### src/rtl/pc_redirect_ctrl_pkg.sv
// -----------------------------------------------------------------------------
// pc_redirect_ctrl_pkg
// Shared types and helpers for the fetch PC redirect controller.
//   redir_src_e : redirect source, encoded so a larger value means higher priority
//   state_e     : sequencer state (IDLE / PEND)
//   INSTR_BYTES : sequential fetch step
//   align_word / is_misaligned : target alignment helpers
// -----------------------------------------------------------------------------
package pc_redirect_ctrl_pkg;

  typedef enum logic [1:0] {
    SRC_NONE = 2'd0,
    SRC_ID   = 2'd1,
    SRC_EX   = 2'd2,
    SRC_TRAP = 2'd3
  } redir_src_e;

  typedef enum logic {
    ST_IDLE = 1'b0,
    ST_PEND = 1'b1
  } state_e;

  localparam logic [31:0] INSTR_BYTES = 32'd4;

  // Force a target onto a word boundary.
  function automatic logic [31:0] align_word(input logic [31:0] addr);
    return {addr[31:2], 2'b00};
  endfunction

  // A target is misaligned when either of its two low bits is set.
  function automatic logic is_misaligned(input logic [31:0] addr);
    return |addr[1:0];
  endfunction

endpackage

### src/rtl/pc_redirect_ctrl_prio_arb.sv
// -----------------------------------------------------------------------------
// redirect_prio_arb
// Combinational fixed-priority picker over three redirect slots:
// TRAP > EX > ID. Outputs SRC_NONE and a zero target when nothing requests.
// Ports:
//   trap_req/trap_addr, ex_req/ex_target, id_req/id_target : candidate slots
//   win_src    : winning source
//   win_target : target of the winning source
// -----------------------------------------------------------------------------
module redirect_prio_arb
  import pc_redirect_ctrl_pkg::*;
(
  input  logic        trap_req,
  input  logic [31:0] trap_addr,
  input  logic        ex_req,
  input  logic [31:0] ex_target,
  input  logic        id_req,
  input  logic [31:0] id_target,
  output redir_src_e  win_src,
  output logic [31:0] win_target
);

  // Fixed-priority selection of the highest requesting slot.
  always_comb begin
    win_src    = SRC_NONE;
    win_target = 32'h0000_0000;
    if (trap_req) begin
      win_src    = SRC_TRAP;
      win_target = trap_addr;
    end else if (ex_req) begin
      win_src    = SRC_EX;
      win_target = ex_target;
    end else if (id_req) begin
      win_src    = SRC_ID;
      win_target = id_target;
    end else begin
      win_src    = SRC_NONE;
      win_target = 32'h0000_0000;
    end
  end

endmodule

### src/rtl/pc_redirect_ctrl.sv
// -----------------------------------------------------------------------------
// pc_redirect_ctrl
// Next-PC sequencer owning the fetch PC. Arbitrates CSR trap/return, EX
// mispredict and ID early-jump redirects against sequential fetch and stall.
// A redirect that cannot be issued (fetch_ready=0) is buffered (PEND) and
// replayed when imem is ready; only a strictly higher-priority request may
// replace the buffered one.
// Ports:
//   clk, rst                 : clock, synchronous active-high reset
//   trap_req/trap_addr       : CSR trap/mret redirect
//   ex_redirect/ex_target    : EX-stage branch resolve / indirect jump
//   id_jump/id_target        : ID-stage early jump
//   stall                    : hazard stall, blocks sequential advance only
//   fetch_ready              : imem accepts a new address this cycle
//   pc                       : registered fetch PC
//   flush_if, flush_id       : pipeline kill strobes (combinational)
//   redirect_pending         : a redirect is buffered
//   misalign_err             : one-cycle pulse, applied target had bits[1:0]!=0
//   redirect_cnt             : saturating count of applied redirects
// -----------------------------------------------------------------------------
module pc_redirect_ctrl
  import pc_redirect_ctrl_pkg::*;
#(
  parameter logic [31:0] RESET_VECTOR = 32'h0000_0000,
  parameter int          CNT_W        = 16
) (
  input  logic             clk,
  input  logic             rst,
  input  logic             trap_req,
  input  logic [31:0]      trap_addr,
  input  logic             ex_redirect,
  input  logic [31:0]      ex_target,
  input  logic             id_jump,
  input  logic [31:0]      id_target,
  input  logic             stall,
  input  logic             fetch_ready,
  output logic [31:0]      pc,
  output logic             flush_if,
  output logic             flush_id,
  output logic             redirect_pending,
  output logic             misalign_err,
  output logic [CNT_W-1:0] redirect_cnt
);

  localparam logic [CNT_W-1:0] CNT_MAX = {CNT_W{1'b1}};
  localparam logic [CNT_W-1:0] CNT_ONE = {{(CNT_W-1){1'b0}}, 1'b1};

  state_e           state_r;
  redir_src_e       pend_src_r;
  logic [31:0]      pend_target_r;
  logic [31:0]      pc_r;
  logic             misalign_r;
  logic [CNT_W-1:0] cnt_r;

  redir_src_e  in_src_s;
  logic [31:0] in_target_s;
  redir_src_e  eff_src_s;
  logic [31:0] eff_target_s;

  logic        slot_trap_req_s, slot_ex_req_s, slot_id_req_s;
  logic [31:0] slot_trap_tgt_s, slot_ex_tgt_s, slot_id_tgt_s;

  // Winner among the requests raised this cycle.
  redirect_prio_arb u_in_arb (
    .trap_req   (trap_req),
    .trap_addr  (trap_addr),
    .ex_req     (ex_redirect),
    .ex_target  (ex_target),
    .id_req     (id_jump),
    .id_target  (id_target),
    .win_src    (in_src_s),
    .win_target (in_target_s)
  );

  // Merge the incoming winner with the buffered redirect into per-priority
  // slots. When both occupy the same slot the buffered one is kept, since it
  // comes from an older instruction; so only a strictly higher source wins.
  // In IDLE the buffer is SRC_NONE and the incoming winner passes through.
  always_comb begin
    slot_trap_req_s = (in_src_s == SRC_TRAP) || (pend_src_r == SRC_TRAP);
    slot_ex_req_s   = (in_src_s == SRC_EX)   || (pend_src_r == SRC_EX);
    slot_id_req_s   = (in_src_s == SRC_ID)   || (pend_src_r == SRC_ID);
    if (pend_src_r == SRC_TRAP) begin
      slot_trap_tgt_s = pend_target_r;
    end else begin
      slot_trap_tgt_s = in_target_s;
    end
    if (pend_src_r == SRC_EX) begin
      slot_ex_tgt_s = pend_target_r;
    end else begin
      slot_ex_tgt_s = in_target_s;
    end
    if (pend_src_r == SRC_ID) begin
      slot_id_tgt_s = pend_target_r;
    end else begin
      slot_id_tgt_s = in_target_s;
    end
  end

  // Effective redirect: buffered entry vs. incoming winner.
  redirect_prio_arb u_eff_arb (
    .trap_req   (slot_trap_req_s),
    .trap_addr  (slot_trap_tgt_s),
    .ex_req     (slot_ex_req_s),
    .ex_target  (slot_ex_tgt_s),
    .id_req     (slot_id_req_s),
    .id_target  (slot_id_tgt_s),
    .win_src    (eff_src_s),
    .win_target (eff_target_s)
  );

  // Flush strobes from the current request and state.
  always_comb begin
    flush_if = 1'b0;
    flush_id = 1'b0;
    if ((in_src_s != SRC_NONE) || (state_r == ST_PEND)) begin
      flush_if = 1'b1;
    end else begin
      flush_if = 1'b0;
    end
    if ((eff_src_s == SRC_TRAP) || (eff_src_s == SRC_EX)) begin
      flush_id = 1'b1;
    end else begin
      flush_id = 1'b0;
    end
  end

  // State, PC, redirect buffer, misalign pulse and redirect counter.
  always_ff @(posedge clk) begin
    if (rst) begin
      state_r       <= ST_IDLE;
      pend_src_r    <= SRC_NONE;
      pend_target_r <= 32'h0000_0000;
      pc_r          <= RESET_VECTOR;
      misalign_r    <= 1'b0;
      cnt_r         <= {CNT_W{1'b0}};
    end else begin
      misalign_r <= 1'b0;
      case (state_r)
        ST_IDLE: begin
          if (eff_src_s != SRC_NONE) begin
            if (fetch_ready) begin
              pc_r       <= align_word(eff_target_s);
              misalign_r <= is_misaligned(eff_target_s);
              if (cnt_r != CNT_MAX) begin
                cnt_r <= cnt_r + CNT_ONE;
              end
            end else begin
              state_r       <= ST_PEND;
              pend_src_r    <= eff_src_s;
              pend_target_r <= eff_target_s;
            end
          end else if (fetch_ready && !stall) begin
            pc_r <= pc_r + INSTR_BYTES;
          end
        end
        ST_PEND: begin
          // stall does not matter here: a redirect always wins over it.
          if (fetch_ready) begin
            pc_r          <= align_word(eff_target_s);
            misalign_r    <= is_misaligned(eff_target_s);
            if (cnt_r != CNT_MAX) begin
              cnt_r <= cnt_r + CNT_ONE;
            end
            state_r       <= ST_IDLE;
            pend_src_r    <= SRC_NONE;
            pend_target_r <= 32'h0000_0000;
          end else begin
            pend_src_r    <= eff_src_s;
            pend_target_r <= eff_target_s;
          end
        end
        default: begin
          state_r    <= ST_IDLE;
          pend_src_r <= SRC_NONE;
        end
      endcase
    end
  end

  assign pc               = pc_r;
  assign redirect_pending = (state_r == ST_PEND);
  assign misalign_err     = misalign_r;
  assign redirect_cnt     = cnt_r;

endmodule

### config.mk
export PLATFORM = sky130hd
export DESIGN_NAME = pc_redirect_ctrl
export DESIGN_NICKNAME = d
export VERILOG_FILES = /design/src/rtl/pc_redirect_ctrl_pkg.sv /design/src/rtl/pc_redirect_ctrl_prio_arb.sv /design/src/rtl/pc_redirect_ctrl.sv
export SDC_FILE = /design/constraint.sdc
export NUM_CORES = 1
export LEC_CHECK = 0
export BUFFER_PORTS_ARGS = -buffer_cell sky130_fd_sc_hd__buf_4
export CAP_MARGIN = 20
export CORE_ASPECT_RATIO = 1.1
export CORE_MARGIN = 2
export CORE_UTILIZATION = 56
export CTS_BUF_LIST = sky130_fd_sc_hd__clkbuf_16
export CTS_CLUSTER_DIAMETER = 120
export CTS_CLUSTER_SIZE = 20
export DETAILED_ROUTE_END_ITERATION = 8
export PLACE_DENSITY_LB_ADDON = 0.08
export SETUP_SLACK_MARGIN = 0.1
export SYNTH_ARGS = -nofsm -noshare
export SYNTH_HDL_FRONTEND = slang
export SYNTH_SLANG_ARGS = --single-unit
### constraint.sdc
create_clock -name clk -period 4.5 [get_ports clk]
set_input_delay 1.125 -clock clk [delete_from_list [all_inputs] [get_ports clk]]
set_output_delay 1.125 -clock clk [all_outputs]
set_load 0.1 [all_outputs]
=== Word level (Yosys, flattened, before mapping) ===
Index checks and enable logic that the tools add are counted.

* Flip-flop bits (word level): 84
* Input bits: 103
* Output and inout port bits: 52
* Word-level logic and storage cells: 71

* Add/sub/neg operators: 2
* Equality and inequality tests: 12
* Mux-type cells: 39
* Bitwise gates (word level): 1
* Reduce and logical (&&, ||, !) cells: 11

{| class="wikitable"
|+ Operator list
! operator !! count
|-
| 2-to-1 mux 32 bit || 15
|-
| case mux 32 bit (2 select lines) || 2
|-
| 2-to-1 mux 16 bit || 3
|-
| adder 32 x 3 -> 32 bit (second input constant) || 1
|-
| case mux 16 bit (2 select lines) || 1
|-
| adder 16 x 1 -> 16 bit (second input constant) || 1
|-
| != test 16 bit (second input constant) || 1
|-
| 2-to-1 mux 2 bit || 7
|-
| == test 2 bit (second input constant) || 6
|-
| 2-to-1 mux 1 bit || 8
|-
| logical OR 1 bit || 5
|-
| == test 2 x 1 -> 1 bit (second input constant) || 2
|-
| != test 2 bit (second input constant) || 2
|-
| case mux 1 bit (2 select lines) || 2
|-
| case mux 2 bit (2 select lines) || 1
|-
| nonzero test 2 bit || 2
|-
| != test 3 bit (second input constant) || 1
|-
| AND reduction 2 bit || 1
|-
| OR reduction 2 bit || 1
|-
| logical AND 1 bit || 1
|-
| zero test 1 bit || 1
|-
| NOT 1 bit || 1
|}

=== Depth between registers and ports, before layout ===
* Word-level depth: 12
* Gate-level depth with buffers: 8
* Mapped depth without buffers: 6

=== By module ===
A second synthesis with hierarchy kept.

* Cell total of the unflattened synthesis: 836
* Area, all modules: 6799.0 µm²

{| class="wikitable"
|+ Modules (own cells, without submodules)
! module !! times used !! cells each !! area each (µm²) !! sequential area each (µm²)
|-
| pc_redirect_ctrl || 1 || 538 || 4944.7 || 1681.6
|-
| redirect_prio_arb || 2 || 149 || 927.1 || 0.0
|}

=== Worst setup path after synthesis ===
No wires, ideal clock.

* Kind: input -> output
* From: input port trap_req
* To: output port flush_id
* Arrival time: 2133 ps
* Data required time: 3375 ps
* Slack: 1242 ps
* Cell stages on the path: 2
* Path buffers: 1
* Cells stage by stage: clkbuf_1 -> or3_1

* Cells in the longest elaborated chain, start to end: 9
* Elaborated cells between the ends (all ways): 14
* Classes of those cells: eq/ne: 5; mux: 5; reduce/logical: 4

{| class="wikitable"
|+ RTL lines
! item !! RTL line !! source
|-
| start, declared || pc_redirect_ctrl.sv:29 || <nowiki>input logic trap_req,</nowiki>
|-
| 2-to-1 mux 2 bit * || pc_redirect_ctrl_prio_arb.sv:27 || <nowiki>if (trap_req) begin</nowiki>
|-
| == test 2 x 1 -> 1 bit || pc_redirect_ctrl.sv:82 || <nowiki>slot_id_req_s = (in_src_s == SRC_ID) || (pend_src_r == SRC_ID);</nowiki>
|-
| logical OR 1 bit || pc_redirect_ctrl.sv:82 ||
|-
| 2-to-1 mux 1 bit || pc_redirect_ctrl_prio_arb.sv:33 || <nowiki>end else if (id_req) begin</nowiki>
|-
| 2-to-1 mux 2 bit || pc_redirect_ctrl_prio_arb.sv:30 || <nowiki>end else if (ex_req) begin</nowiki>
|-
| 2-to-1 mux 2 bit * || pc_redirect_ctrl_prio_arb.sv:27 ||
|-
| == test 2 bit || pc_redirect_ctrl.sv:121 || <nowiki>if ((eff_src_s == SRC_TRAP) || (eff_src_s == SRC_EX)) begin</nowiki>
|-
| logical OR 1 bit * || pc_redirect_ctrl.sv:121 ||
|-
| 2-to-1 mux 1 bit * || pc_redirect_ctrl.sv:121 ||
|-
| end, declared || pc_redirect_ctrl.sv:39 || <nowiki>output logic flush_id,</nowiki>
|}

Every way passes the cells marked *; elsewhere a longest branch is shown, timed or not.

=== Final worst setup path ===
* From: input port id_jump
* To: output port flush_if

* Cells in the longest elaborated chain, start to end: 6

{| class="wikitable"
|+ RTL lines
! item !! RTL line !! source
|-
| start, declared || pc_redirect_ctrl.sv:33 || <nowiki>input logic id_jump,</nowiki>
|-
| 2-to-1 mux 1 bit || pc_redirect_ctrl_prio_arb.sv:33 ||
|-
| 2-to-1 mux 2 bit || pc_redirect_ctrl_prio_arb.sv:30 ||
|-
| 2-to-1 mux 2 bit || pc_redirect_ctrl_prio_arb.sv:27 ||
|-
| nonzero test 2 bit || pc_redirect_ctrl.sv:116 || <nowiki>if ((in_src_s != SRC_NONE) || (state_r == ST_PEND)) begin</nowiki>
|-
| logical OR 1 bit || pc_redirect_ctrl.sv:116 ||
|-
| 2-to-1 mux 1 bit || pc_redirect_ctrl.sv:116 ||
|-
| end, declared || pc_redirect_ctrl.sv:38 || <nowiki>output logic flush_if,</nowiki>
|}

Every way passes these cells.

==> results by group <==
Floorplanning
  – Core area: 0.00874 mm2
  – Die X-Extent: 93.8 um
  – I/O Pins: 155
  – Full die area: 0.00965 mm2
  – Height of the chip: 103 um
  – Rows: 36
  – Initial Utilization: 56.9%

Outcome
  – Outcome: finished, final reports clean

Routing
  – # DRC: 0
  – Final wirelength: 16600 um
  – Post-route ant nets: 0
  – Vias per inst: 6.54
  – Drt pass-1 iters: 5
  – DR WL/cell: 19.5 um
  – Routed vias: 5553
  – Initial DRC count: 468

Power and ir drop
  – Psw: 0.808 mW
  – Clock power frac: 32.7%
  – Seq pwr share: 38.5%
  – P_leak: 2.63 nW
  – Combinational share of power: 28.7%
  – Worst IR Drop VDD: 220 uV
  – Sw Ratio: 36.0%
  – Cell Pwr Density: 350 mW/mm2
  – Internal power: 1.44 mW
  – Power Total: 2.25 mW

Critical path
  – CP arrival: 2.21 ns
  – Critical Path Sink Type: primary output
  – Worst Path Required: 3.38 ns
  – Worst reg2reg startpoint: pend_src_r[0]
  – Setup CP Type: primary input to primary output
  – Peak fanout along the critical path: 34
  – R2r endpoint: pend_target_r[12]
  – Worst setup path start: id_jump
  – R2R Setup Slk: 1.38 ns
  – Critical path capture point: flush_if
  – Worst reg-to-reg path cell count: 5
  – Critical Path Start Type: primary input

Clocking
  – CTS resizes: 0
  – Cell at the root of the clock tree: clkbuf_16
  – Clock tree from TritonCTS: yes
  – Worst-Skew Late Latency: 0.34 ns
  – Postcts setup bufs: 0
  – Clock sink total: 84
  – H-tree Lvls: 3
  – Clock buffer depth: 2
  – Hold buffers post-CTS: 0
  – Cts bufs inserted: 9
  – Worst-path clk slew: 0.06 ns

Timing
  – Worst slew pin tran: 1.14 ns
  – Post-route minimum period: 3.33 ns
  – Final Skew: 0.00503 ns
  – TNS Setup: 0 ns
  – Setup WS post-layout: 1.17 ns
  – Tcrit/Tclk final: 74.1%
  – Setup-failing EPs final: 0
  – Final Hold Fails: 0
  – Max Freq: 300 MHz
  – Slew Viols, Final: 0
  – Max_slew headroom: 24.2%
  – RSZ-0062 raised after global routing: false

GRT
  – Largest net degree at the start of global routing: 46
  – Gr ovfl total: 0
  – Gr usage total: 33.8%
  – First-pass GRT wire length: 25500 um
  – Initial antenna violation count: 0
  – Number of global-route vias before repair: 4936

Synthesis
  – Synth cell types: 70
  – Mapped Cells: 607
  – Top FF cell, synth: dfxtp_1
  – Post-synthesis sequential area ratio: 33.8%
  – Async SR Flop Fraction: 0%
  – Post-synthesis simple-gate area fraction: 21.8%
  – Synth Area in XOR/XNOR: 1.94%
  – Multiplexer share of the synthesized area: 1.28%
  – Cell area after synthesis: 0.00497 mm2
  – Syn nets: 712
  – Post-Syn Area per Cell: 8.19 um2
  – Yosys reg bits: 84
  – Number of synthesized flops with an enable pin: 0
  – Ys Warns: 0
  – Synthesized-area fraction occupied by adder cells: 0.503%
  – Synth Area in Compound Gates: 34.3%
  – Largest family of logic cells by synthesized area: compound AO/OA/AOI/OAI gates

Finish
  – Synth-to-Final Area Change: 29.0%
  – Fin nets: 835
  – Ant diodes: 0
  – Layout cells sized above 1: 27.3%

Placed design
  – DP HPWL: 11800 um
  – Final GP Congestion: 0.919
  – IO Port Bufs: 154
  – Dpl ws: 1.06 ns

Job
  – Number of max-cap violations: 0

Min path
  – Hold Crit Class: flip-flop to flip-flop
[metal layers]
metal | wire (um) | global-route usage, % | part of all wire, %
met2 | 7830 | 53.7 | 47
met4 | 203 | 9.03 | 1.2
met1 | 6700 | 46.6 | 40
met5 | 0 | 0 | 0
met3 | 1860 | 7.97 | 11
[cells by family after synthesis]
logic type | after synthesis
AO/OA/AOI/OAI | 228
adder cells (fa/ha/maj) | 2
XOR/XNOR | 11
AND/OR/NAND/NOR | 198
multiplexers | 6
flip-flops | 84
buffers and inverters | 78
[power by group through the flow]
stage / registers [mW] / logic, mW / clock network [mW]
after detailed placement: 0.878 / 0.636 / 0
after floorplan: 1.06 / 0.249 / 0
after CTS: 0.863 / 0.639 / 0.740
after global routing: 0.873 / 0.679 / 0.774
after global placement: 0.877 / 0.627 / 0
final: 0.865 / 0.645 / 0.735
[area by class of cell]
| class | count | area (um2) |
|---|---|---|
| Sequential cell | 84 | 1680 |
| Clock inverter | 7 | 66.3 |
| Inverter | 30 | 113 |
| Timing Repair Buffer | 160 | 1200 |
| Multi-Input combinational cell | 445 | 2990 |
| Fill cell | 686 | 2320 |
| Clock buffer | 9 | 225 |
| Tap cell | 114 | 143 |
[layout by cell type, fill, tap and decap left out, drive strengths merged, types with 3 or more instances in the layout]
cell,synthesis,final
a2111oi,6,6
a211o,13,13
a211oi,22,22
a21oi,33,33
a221oi,14,14
a22o,22,22
a2bb2o,4,4
a2bb2oi,5,5
a31oi,7,7
and2,3,3
and3,12,12
and4,9,9
buf,21,160
clkbuf,27,9
clkinv,1,4
dfxtp,84,84
inv,29,30
mux2,3,3
mux2i,3,3
nand2,34,34
nand2b,5,5
nand3,21,21
nand4,11,11
nor2,59,59
nor2b,6,6
nor3,12,12
nor4,11,11
o21ai,36,36
o221a,5,5
o221ai,11,11
o22ai,11,11
o2bb2ai,9,9
o31a,3,3
o31ai,5,5
or3,5,5
xnor2,11,11
[cell usage after synthesis, types with 8 or more instances]
master     instances  area [um2]
a211oi_1          22         165
inv_1             28         105
clkbuf_1          27         101
a211o_1           13         114
dfxtp_1           84        1680
o21ai_0           34         170
o221ai_1          11        96.3
o2bb2ai_1          9        78.8
nand2_1           33         124
nand4_1            9        56.3
nor4_1             8        50.1
and4_1             9        78.8
xnor2_1           11        96.3
nand3_1           21         105
a221oi_1          14         123
buf_2             16        80.1
a21oi_1           33         165
o22ai_1           11        68.8
nor3_1            11        55.1
nor2_1            59         221
a22o_1            22         193
and3_1            12        75.1
[through the flow]
stage          instances  hold slack, ns  utilization [%]  instance area (um2)
3_5_place_dp         833           0.450             70.1                 6120
2_1_floorplan        607           0.433                -                 4970
6_report             849           0.468             73.4                 6420
4_1_cts              849           0.470             73.4                 6420
5_1_grt              849           0.492             73.4                 6420
3_3_place_gp         833           0.445             70.1                 6120
[how the worst min path moves through the flow]
stage	startpoint	to	cells past startpoint
2_1_floorplan	pend_target_r[16]	pend_target_r[16]	1
3_3_place_gp	pend_target_r[2]	pend_target_r[2]	1
3_5_place_dp	pend_target_r[18]	pend_target_r[18]	1
4_1_cts	pend_target_r[18]	pend_target_r[18]	1
5_1_grt	pend_target_r[7]	pend_target_r[7]	1
6_report	pend_target_r[5]	pend_target_r[5]	1
[state kept, by name, summed over array words and instances (netlist names)]
name / flops
redirect_pending: 1
pend_src_r: 2
pc: 32
pend_target_r: 32
redirect_cnt: 16
misalign_err: 1
[critical path, cell delays in order]
cell and delay, ns:
buf_4 0.23, nor4_4 0.42, inv_2 0.15, buf_4 0.27
(Power assumes the default switching activity.)
